<file path="src/rtl/multiplier_datapath_pkg.sv">
// Shared multiplier controller state encoding and datapath constants.
package multiplier_datapath_pkg;

    typedef enum logic [2:0] {
        ST_IDLE          = 3'd0,
        ST_COMPUTE_PROD0 = 3'd1,
        ST_COMPUTE_PROD1 = 3'd2,
        ST_COMPUTE_PROD2 = 3'd3,
        ST_COMPUTE_PROD3 = 3'd4,
        ST_END           = 3'd5
    } multiplier_states_t;

    localparam int unsigned MULT_PP_COUNT = 4;

endpackage

</file>
<file path="src/rtl/multiplier_datapath_half_pp.sv">
// Combinational H x H -> 2H unsigned multiplier for one partial product.
module mult_half_pp #(
    parameter int unsigned H = 4
) (
    input  logic [H-1:0]   a_i,
    input  logic [H-1:0]   b_i,
    output logic [2*H-1:0] p_o
);

    always_comb begin
        p_o = (2*H)'(a_i) * (2*H)'(b_i);
    end

endmodule

</file>
<file path="src/rtl/multiplier_datapath.sv">
// Multiplier datapath: captures operands, accumulates four half-width partial products.
// Optional macro DONE_PULSE_EN: done_o pulses once on entry to ST_END instead of a level.
module multiplier_datapath
    import multiplier_datapath_pkg::*;
#(
    parameter int unsigned W = 8
) (
    input  logic           clk_i,
    input  logic           rst_i,
    input  logic           strt_cmpt_i,
    input  logic [2:0]     state_i,
    input  logic [W-1:0]   a_i,
    input  logic [W-1:0]   b_i,
    output logic [2*W-1:0] product_o,
    output logic           done_o,
    output logic           busy_o
);

    localparam int unsigned H = W / 2;

    multiplier_states_t state;
    logic [W-1:0]       a_q, a_d;
    logic [W-1:0]       b_q, b_d;
    logic [2*W-1:0]     acc_q, acc_d;
    logic [2*W-1:0]     res_q, res_d;
    logic [H-1:0]       a_half, b_half;
    logic [W-1:0]       pp;
    logic [2*W-1:0]     pp_wide;
    logic [2*W-1:0]     pp_shift;
    logic [2*W-1:0]     sum;

    assign state = multiplier_states_t'(state_i);

    // Operand halves chosen by the controller step; unused steps feed zeros.
    always_comb begin
        a_half = '0;
        b_half = '0;
        case (state)
            ST_COMPUTE_PROD0: begin a_half = a_q[H-1:0]; b_half = b_q[H-1:0]; end
            ST_COMPUTE_PROD1: begin a_half = a_q[W-1:H]; b_half = b_q[H-1:0]; end
            ST_COMPUTE_PROD2: begin a_half = a_q[H-1:0]; b_half = b_q[W-1:H]; end
            ST_COMPUTE_PROD3: begin a_half = a_q[W-1:H]; b_half = b_q[W-1:H]; end
            default: ;
        endcase
    end

    mult_half_pp #(.H(H)) u_half_pp (
        .a_i (a_half),
        .b_i (b_half),
        .p_o (pp)
    );

    always_comb begin
        pp_wide  = {{W{1'b0}}, pp};
        pp_shift = pp_wide;
        case (state)
            ST_COMPUTE_PROD1,
            ST_COMPUTE_PROD2: pp_shift = pp_wide << H;
            ST_COMPUTE_PROD3: pp_shift = pp_wide << W;
            default:          pp_shift = pp_wide;
        endcase
        sum = acc_q + pp_shift;
    end

    always_comb begin
        a_d   = a_q;
        b_d   = b_q;
        acc_d = acc_q;
        res_d = res_q;
        case (state)
            ST_IDLE: begin
                if (strt_cmpt_i) begin
                    a_d   = a_i;
                    b_d   = b_i;
                    acc_d = '0;
                end
            end
            ST_COMPUTE_PROD0,
            ST_COMPUTE_PROD1,
            ST_COMPUTE_PROD2: acc_d = sum;
            ST_COMPUTE_PROD3: begin
                acc_d = sum;
                res_d = sum;
            end
            default: ;
        endcase
    end

    always_ff @(posedge clk_i or posedge rst_i) begin
        if (rst_i) begin
            a_q   <= '0;
            b_q   <= '0;
            acc_q <= '0;
            res_q <= '0;
        end else begin
            a_q   <= a_d;
            b_q   <= b_d;
            acc_q <= acc_d;
            res_q <= res_d;
        end
    end

    assign product_o = res_q;

    // Status outputs are decoded from state_i, so reset must mask them explicitly.
    always_comb begin
        busy_o = 1'b0;
        if (!rst_i) begin
            case (state)
                ST_COMPUTE_PROD0, ST_COMPUTE_PROD1,
                ST_COMPUTE_PROD2, ST_COMPUTE_PROD3: busy_o = 1'b1;
                default:                            busy_o = 1'b0;
            endcase
        end
    end

`ifdef DONE_PULSE_EN
    multiplier_states_t prev_state_q;

    always_ff @(posedge clk_i or posedge rst_i) begin
        if (rst_i) begin
            prev_state_q <= ST_IDLE;
        end else begin
            prev_state_q <= state;
        end
    end

    assign done_o = !rst_i && (prev_state_q == ST_COMPUTE_PROD3) && (state == ST_END);
`else
    assign done_o = !rst_i && (state == ST_END);
`endif

endmodule

</file>
<file path="config.mk">
export PLATFORM = sky130hd
export DESIGN_NAME = multiplier_datapath
export DESIGN_NICKNAME = d
export VERILOG_FILES = /design/src/rtl/multiplier_datapath_pkg.sv /design/src/rtl/multiplier_datapath_half_pp.sv /design/src/rtl/multiplier_datapath.sv
export SDC_FILE = /design/constraint.sdc
export NUM_CORES = 1
export LEC_CHECK = 0
export ABC_AREA = 1
export BUFFER_PORTS_ARGS = -buffer_cell sky130_fd_sc_hd__buf_2
export CORE_ASPECT_RATIO = 1.1
export CORE_UTILIZATION = 45
export CTS_CLUSTER_SIZE = 28
export DETAILED_ROUTE_END_ITERATION = 8
export PLACE_DENSITY = 0.66
export SLEW_MARGIN = 0
export SYNTH_ARGS = -nofsm -noshare
export SYNTH_HDL_FRONTEND = slang
export SYNTH_HIERARCHICAL = 1
export SYNTH_SLANG_ARGS = --single-unit
</file>
<file path="constraint.sdc">
create_clock -name clk_i -period 4.8 [get_ports clk_i]
set_input_delay 0.96 -clock clk_i [delete_from_list [all_inputs] [get_ports clk_i]]
set_output_delay 0.96 -clock clk_i [all_outputs]
set_load 0.03 [all_outputs]
</file>
==> impl_metrics.toml, run 1 <==
[power]
max-vdd-ir-drop_mv = 0.224
powerDensity_nw_per_um2 = 364
report.power.total_w = 0.00172
leakage_nw = 2.72

[finish]
register_area_um2 = 1200
proportion_of_layout_cells_with_a_drive_suffix_above_1_pct = 33.1
area_delta_synth_final_pct = 36.3
antenna_cells = 0
final_nets = 649
utilization_pct = 63.4
multi_input_area_um2 = 2300
n_fill_cell = 655

[sta]
relSlewSlack_pct = 59.2
hold_viol_final = 0
layout_worst_path_cycle_share_pct = 97.9
final-setup-viol-count = 0
timing_max_transition_violations_final = 0
clock.fmax_mhz = 213
fin_crit_ns = 4.70
worst-slew-pin-transition_ns = 0.612
setup_ws_ns = 0.100
finalClockSkew_ns = 0.0199

[place]
finalWeightedCongestion = 0.853
placement.setup.worst_slack_ns = -0.493
dp_hpwl_um = 6550
buffer_ports.inserted = 39

[global_routing]
grt_max_degree = 49
grt_first_pass_wirelength_um = 14600
grt_pass1_vias = 3242
globalRouteTotalUtil_pct = 23.2
antenna_found_initial = 0
overflow_left_after_global_routing = 0

[worst_setup_path]
critical_path_class = "primary input to register"
cp.buffers_inverters = 5
timing.critical_path.required_ns = 5.06
setup.worst_path.end_class = "register"
crit_path_top_delay_cell = "sky130_fd_sc_hd__fa_2"
crit_path_max_fanout = 4
cpMostUsedCell = "sky130_fd_sc_hd__nand2_1"
crit_path_cell_trace = "buf_6 > nor2_4 > nand2_2 > inv_2 > buf_12 > a21oi_4 > o22ai_4 > nand2_2 > fa_1 > inv_2 > fa_2 > fa_2 > inv_1 > nor2_1 > ha_1 > or2_2 > and2_1 > nand2_1 > nand2_1 > xor2_1 > nand2_1 > nand2_1"
kind_of_start_point_of_the_critical_path = "primary input"
critical_path_arrival_ns = 4.96
critPathMaxStageDelay_ns = 0.58
critical-path-top-delay-family = "adder cells"

[clock_network]
cts.reportedPaths.clkPinSlew_ns = 0.10
clkSinkCount = 48
tritoncts = "yes"
worst_skew_pair.late_latency_ns = 0.32
clock_tree_root_buffer_cell = "sky130_fd_sc_hd__clkbuf_8"
clk_path_buf_depth = 2
max_h_tree_level = 2
tritoncts.num_buffers = 5

[synth]
synth.largest_area_cell = "sky130_fd_sc_hd__dfrtp_1"
synth_fp_nets = 553
avgSynthCellArea_um2 = 6.97
synth.distinct_cells = 29
syn-cell-area_um2 = 3480
synth_enable_flop_cells = 0
synth_flop_cell = "sky130_fd_sc_hd__dfrtp_1"
ys_seq_elements = 48
asyncSetResetFlopFracSynth_pct = 100
synthMostInstantiatedCell = "sky130_fd_sc_hd__nand2_1"
ys_top_cells_by_count = "sky130_fd_sc_hd__nand2_1 (192), sky130_fd_sc_hd__inv_1 (88), sky130_fd_sc_hd__dfrtp_1 (48), sky130_fd_sc_hd__nand3_1 (31), sky130_fd_sc_hd__o21ai_0 (28)"
ys_seq_area_share_pct = 34.5
synth_top_cell_area_share_pct = 34.5
post_synth_main_area_contributors = "sky130_fd_sc_hd__dfrtp_1 (35%), sky130_fd_sc_hd__nand2_1 (21%), sky130_fd_sc_hd__ha_1 (9.7%)"
postSynthCellCount = 499
yosysWarningCount = 6

[die]
start_util_pct = 46.5
die_h_um = 94.2
core_um2 = 7470
num_io_pins = 40
floorplan.die.width_um = 85.8
num_rows = 33
fp.dieArea_um2 = 8080

[routing]
final_antenna_violating_net_count = 0
route.detailed.vias_per_inst = 4.93
route.detailed.drc = 0
initial_drc_count = 134
routed_wire_length_per_instance_um = 13.3
drt_first_pass_iters = 4
drt-total-wl_um = 9340
routed-via-count = 3457

[run]
maxCapViolCount = 0

[worst_hold_path]
holdCritPathClass = "register to register"

[status]
outcome = "completed"
## layout make-up
type,count,area share [%]
Clock buffer,5,1.45
Clock inverter,3,0.554
Inverter,90,7.23
Multi-Input combinational cell,352,48.5
Sequential cell,48,25.3
Tap cell,105,2.77
Timing Repair Buffer,98,14.2
## cells in the final DEF, fill, tap and decap left out, types with 4 or more instances in the layout
cell type                  instances
sky130_fd_sc_hd__a21oi_2           6
sky130_fd_sc_hd__buf_2            36
sky130_fd_sc_hd__buf_4            57
sky130_fd_sc_hd__buf_6             4
sky130_fd_sc_hd__clkbuf_8          5
sky130_fd_sc_hd__dfrtp_1          48
sky130_fd_sc_hd__ha_1             17
sky130_fd_sc_hd__ha_4             10
sky130_fd_sc_hd__inv_1            76
sky130_fd_sc_hd__inv_2            12
sky130_fd_sc_hd__nand2_1         165
sky130_fd_sc_hd__nand2_2          26
sky130_fd_sc_hd__nand2_4           4
sky130_fd_sc_hd__nand3_1          27
sky130_fd_sc_hd__nand3_2           4
sky130_fd_sc_hd__nor2_1           15
sky130_fd_sc_hd__o21ai_0          23
sky130_fd_sc_hd__o22ai_2           4
sky130_fd_sc_hd__o22ai_4           6
sky130_fd_sc_hd__xor2_1            6
## worst reg2reg max path, cell delays in order, from the launching register on
cell	delay, ns
sky130_fd_sc_hd__dfrtp_1	0.34
sky130_fd_sc_hd__inv_1	0.07
sky130_fd_sc_hd__o22ai_4	0.19
sky130_fd_sc_hd__nand2_2	0.08
sky130_fd_sc_hd__fa_1	0.55
sky130_fd_sc_hd__inv_2	0.04
sky130_fd_sc_hd__fa_2	0.51
sky130_fd_sc_hd__fa_2	0.58
sky130_fd_sc_hd__inv_1	0.09
sky130_fd_sc_hd__nor2_1	0.14
sky130_fd_sc_hd__ha_1	0.26
sky130_fd_sc_hd__or2_2	0.29
sky130_fd_sc_hd__and2_1	0.20
sky130_fd_sc_hd__nand2_1	0.08
sky130_fd_sc_hd__nand2_1	0.07
sky130_fd_sc_hd__xor2_1	0.26
sky130_fd_sc_hd__nand2_1	0.10
sky130_fd_sc_hd__nand2_1	0.07
## worst paths after layout
kind                                   start           end  slack [ns]  cells past startpoint
worst max-delay path              state_i[0]  product_o[8]        0.10                     22
worst min-delay path            product_o[1]  product_o[1]        0.48                      2
worst max register to register        b_q[3]  product_o[8]        0.83                     17
worst min register to register  product_o[1]  product_o[1]        0.48                      2
max in group asynchronous              rst_i  product_o[0]        3.53                      3
min in group asynchronous              rst_i        a_q[1]        0.83                      3
## metal layers
metal / vias up / part of all wire (%) / global-route usage [%]
met5: - / 0 / 0
met4: 0 / 3.1 / 8.33
met3: 25 / 3.3 / 3.25
met2: 83 / 51 / 40.7
met1: 1606 / 43 / 29.1
li1: 1743 / - / -
## flip-flops by register name (all words and copies together) (netlist names)
| name | count |
|---|---|
| product_o | 16 |
| a_q | 8 |
| b_q | 8 |
| acc_q | 16 |
## power by group
group	total [W]	switching (W)	internal [W]
combinational	0.000839	0.000478	0.000361
sequential	0.000618	0.0000863	0.000532
clock	0.000267	0.000160	0.000108
## cells by family after synthesis
family                     count (synthesis)  share of synthesized area, %
and+or+nand+nor                          259                          30.9
buffers and inverters                     99                          11.6
AOI/OAI and AO/OA                         52                          8.10
DFF                                       48                          34.5
adders and majority gates                 32                          12.6
xor gates and xnor gates                   9                          2.27
## per-stage QoR
step | area [um2] | TNS, ns | hold slack, ns | std cells
5_1_grt | 4740 | -0.353 | 0.508 | 701
4_1_cts | 4230 | 0 | 0.491 | 687
6_report | 4740 | 0 | 0.483 | 701
3_3_place_gp | 4100 | -4.98 | 0.457 | 678
2_1_floorplan | 3500 | 0 | 0.449 | 499
3_5_place_dp | 4100 | -7.24 | 0.465 | 678
## timing repair
action                                  CTS  global route
pin swaps                                 2            53
setup buffers                             1            16
hold buffers                              0             0
gates cloned                              0             0
endpoints found under the setup margin    8            24
resized for setup                         6            94
Power figures use the tool's default switching activity.
==> run 2: changes to the inputs <==
- CELL_PAD_IN_SITES_DETAIL_PLACEMENT: not set -> 0
- CELL_PAD_IN_SITES_GLOBAL_PLACEMENT: not set -> 2
- CORE_UTILIZATION: 45 -> 34
- CTS_BUF_LIST: not set -> sky130_fd_sc_hd__clkbuf_4 sky130_fd_sc_hd__clkbuf_8
- PLACE_DENSITY: 0.66 -> 0.84
==> run 2 against run 1 <==
  * Worst hold slack got worse by 0.0020 ns
  * Routed wire length rose by 1.7%
  * Global-route usage fell by 4.6 points
  * Total power fell by 0.61%
  * Critical path type unchanged
  * Largest cell class unchanged
  * Largest power group unchanged
  * Highest routed layer unchanged
==> impl_metrics.toml, run 2 (synthesized netlist as in run 1, its figures left out) <==
[global_routing]
overflow_left_after_global_routing = 0
antenna_found_initial = 0
grt_first_pass_wirelength_um = 15400
grt_pass1_vias = 3237
globalRouteTotalUtil_pct = 18.7
grt_max_degree = 49

[status]
outcome = "completed"

[clock_network]
cts.reportedPaths.clkPinSlew_ns = 0.10
cts_hold_buffers = 0
clkSinkCount = 48
max_h_tree_level = 2
tritoncts = "yes"
clock_tree_root_buffer_cell = "sky130_fd_sc_hd__clkbuf_8"
tritoncts.num_buffers = 5
clk_path_buf_depth = 2
worst_skew_pair.late_latency_ns = 0.33

[run]
maxCapViolCount = 0

[finish]
utilization_pct = 47.6
most-common-layout-cells = "sky130_fd_sc_hd__nand2_1 (166), sky130_fd_sc_hd__inv_1 (76), sky130_fd_sc_hd__buf_4 (49), sky130_fd_sc_hd__dfrtp_1 (48), sky130_fd_sc_hd__buf_2 (38)"
antenna_cells = 0
multi_input_area_um2 = 2350
commonest_non_fill_non_tap_cell_in_the_layout = "sky130_fd_sc_hd__nand2_1"
proportion_of_layout_cells_with_a_drive_suffix_above_1_pct = 32.6
n_fill_cell = 1025
register_area_um2 = 1200
final_nets = 639
area_delta_synth_final_pct = 35.3

[sta]
hold_viol_final = 0
relSlewSlack_pct = 57.1
timing_max_transition_violations_final = 0
final-setup-viol-count = 0
worst-slew-pin-transition_ns = 0.644
clock.fmax_mhz = 217
finalClockSkew_ns = 0.0157
fin_crit_ns = 4.60
layout_worst_path_cycle_share_pct = 95.9
setup-tns-final_ns = 0

[power]
max-vdd-ir-drop_mv = 0.178
power.switching_w = 0.000724
int_pwr_w = 0.000990
powerDensity_nw_per_um2 = 364
seq_power_share_pct = 36.1
power_frac_clock_pct = 15.9
netSwitchingFraction_pct = 42.2
leakage_nw = 2.65
comb_power_share_pct = 48.0

[die]
num_rows = 38
core_um2 = 9890
num_io_pins = 40
die_h_um = 108
start_util_pct = 35.2
fp.dieArea_um2 = 10600
floorplan.die.width_um = 98.4

[routing]
routed_wire_length_per_instance_um = 13.5
route.detailed.drc = 0
final_antenna_violating_net_count = 0
drt_first_pass_iters = 8
routed-via-count = 3307
route.detailed.vias_per_inst = 4.68
drt-total-wl_um = 9500
initial_drc_count = 78

[worst_setup_path]
critical_path_arrival_ns = 4.83
timing.critical_path.required_ns = 5.03
crit_path_max_fanout = 4
critical_path_class = "primary input to register"
critPathMaxStageDelay_ns = 0.49
crit_path_top_delay_cell = "sky130_fd_sc_hd__fa_1"
cp.buffers_inverters = 6
cpMostUsedCell = "sky130_fd_sc_hd__nand2_2"
critical-path-top-delay-family = "adder cells"
kind_of_start_point_of_the_critical_path = "primary input"
setup.worst_path.end_class = "register"

[worst_hold_path]
holdCritPathClass = "register to register"

[place]
finalWeightedCongestion = 0.895
buffer_ports.inserted = 39
dp_hpwl_um = 7090
## run 2: what timing repair did
item / CTS / global route
pin swaps: 2 / 42
endpoints found under the setup margin: 12 / 24
resized for setup: 7 / 96
setup buffers: 1 / 4
## run 2: cell type report
| cell class | count | area share (%) |
|---|---|---|
| Tap cell | 120 | 3.19 |
| Sequential cell | 48 | 25.5 |
| Clock inverter | 3 | 0.532 |
| Multi-Input combinational cell | 352 | 49.9 |
| Timing Repair Buffer | 88 | 12.1 |
| Inverter | 90 | 7.29 |
| Clock buffer | 5 | 1.46 |
## run 2: routing by layer
layer | routed length [um] | global-route usage, % | vias to the layer above
met5 | 0 | 0 | -
met4 | 199 | 5.54 | 0
met3 | 255 | 2.84 | 14
met2 | 4820 | 34.0 | 61
met1 | 4230 | 22.7 | 1509
li1 | - | - | 1723
## run 2: worst paths after layout
| path | from | to | slack [ns] | depth (start not counted) |
|---|---|---|---|---|
| worst min-delay path | product_o[5] | product_o[5] | 0.48 | 2 |
| worst max-delay path | state_i[0] | acc_q[15] | 0.20 | 28 |
| max in group asynchronous | rst_i | acc_q[4] | 3.52 | 3 |
| worst min register to register | product_o[5] | product_o[5] | 0.48 | 2 |
| worst max register to register | a_q[4] | acc_q[15] | 0.97 | 23 |
| min in group asynchronous | rst_i | product_o[10] | 0.85 | 3 |
## run 2: tightest hold or removal path: stages, from the launching register on
cell and delay (ns):
sky130_fd_sc_hd__dfrtp_1 0.35, sky130_fd_sc_hd__nand2_1 0.05, sky130_fd_sc_hd__nand2_1 0.05
## run 2: per-stage QoR
stage	setup WS, ns	total power, W	std cells	instance area (um2)	hold WS [ns]
global placement	-0.396	0.00129	693	4120	0.457
CTS	0.0221	0.00160	702	4250	0.489
global route	-0.0516	0.00184	706	4700	0.506
finish	0.195	0.00171	706	4700	0.481
detailed placement	-0.472	0.00130	693	4120	0.461
floorplan	0.00420	0.00104	499	3500	0.449
## run 2: power by group through the flow
stage               clock network, W  logic [W]  registers [W]
global placement                   0   0.000683       0.000610
floorplan                          0   0.000345       0.000700
CTS                         0.000287   0.000705       0.000606
finish                      0.000273   0.000823       0.000618
global route                0.000301   0.000904       0.000636
detailed placement                 0   0.000691       0.000612
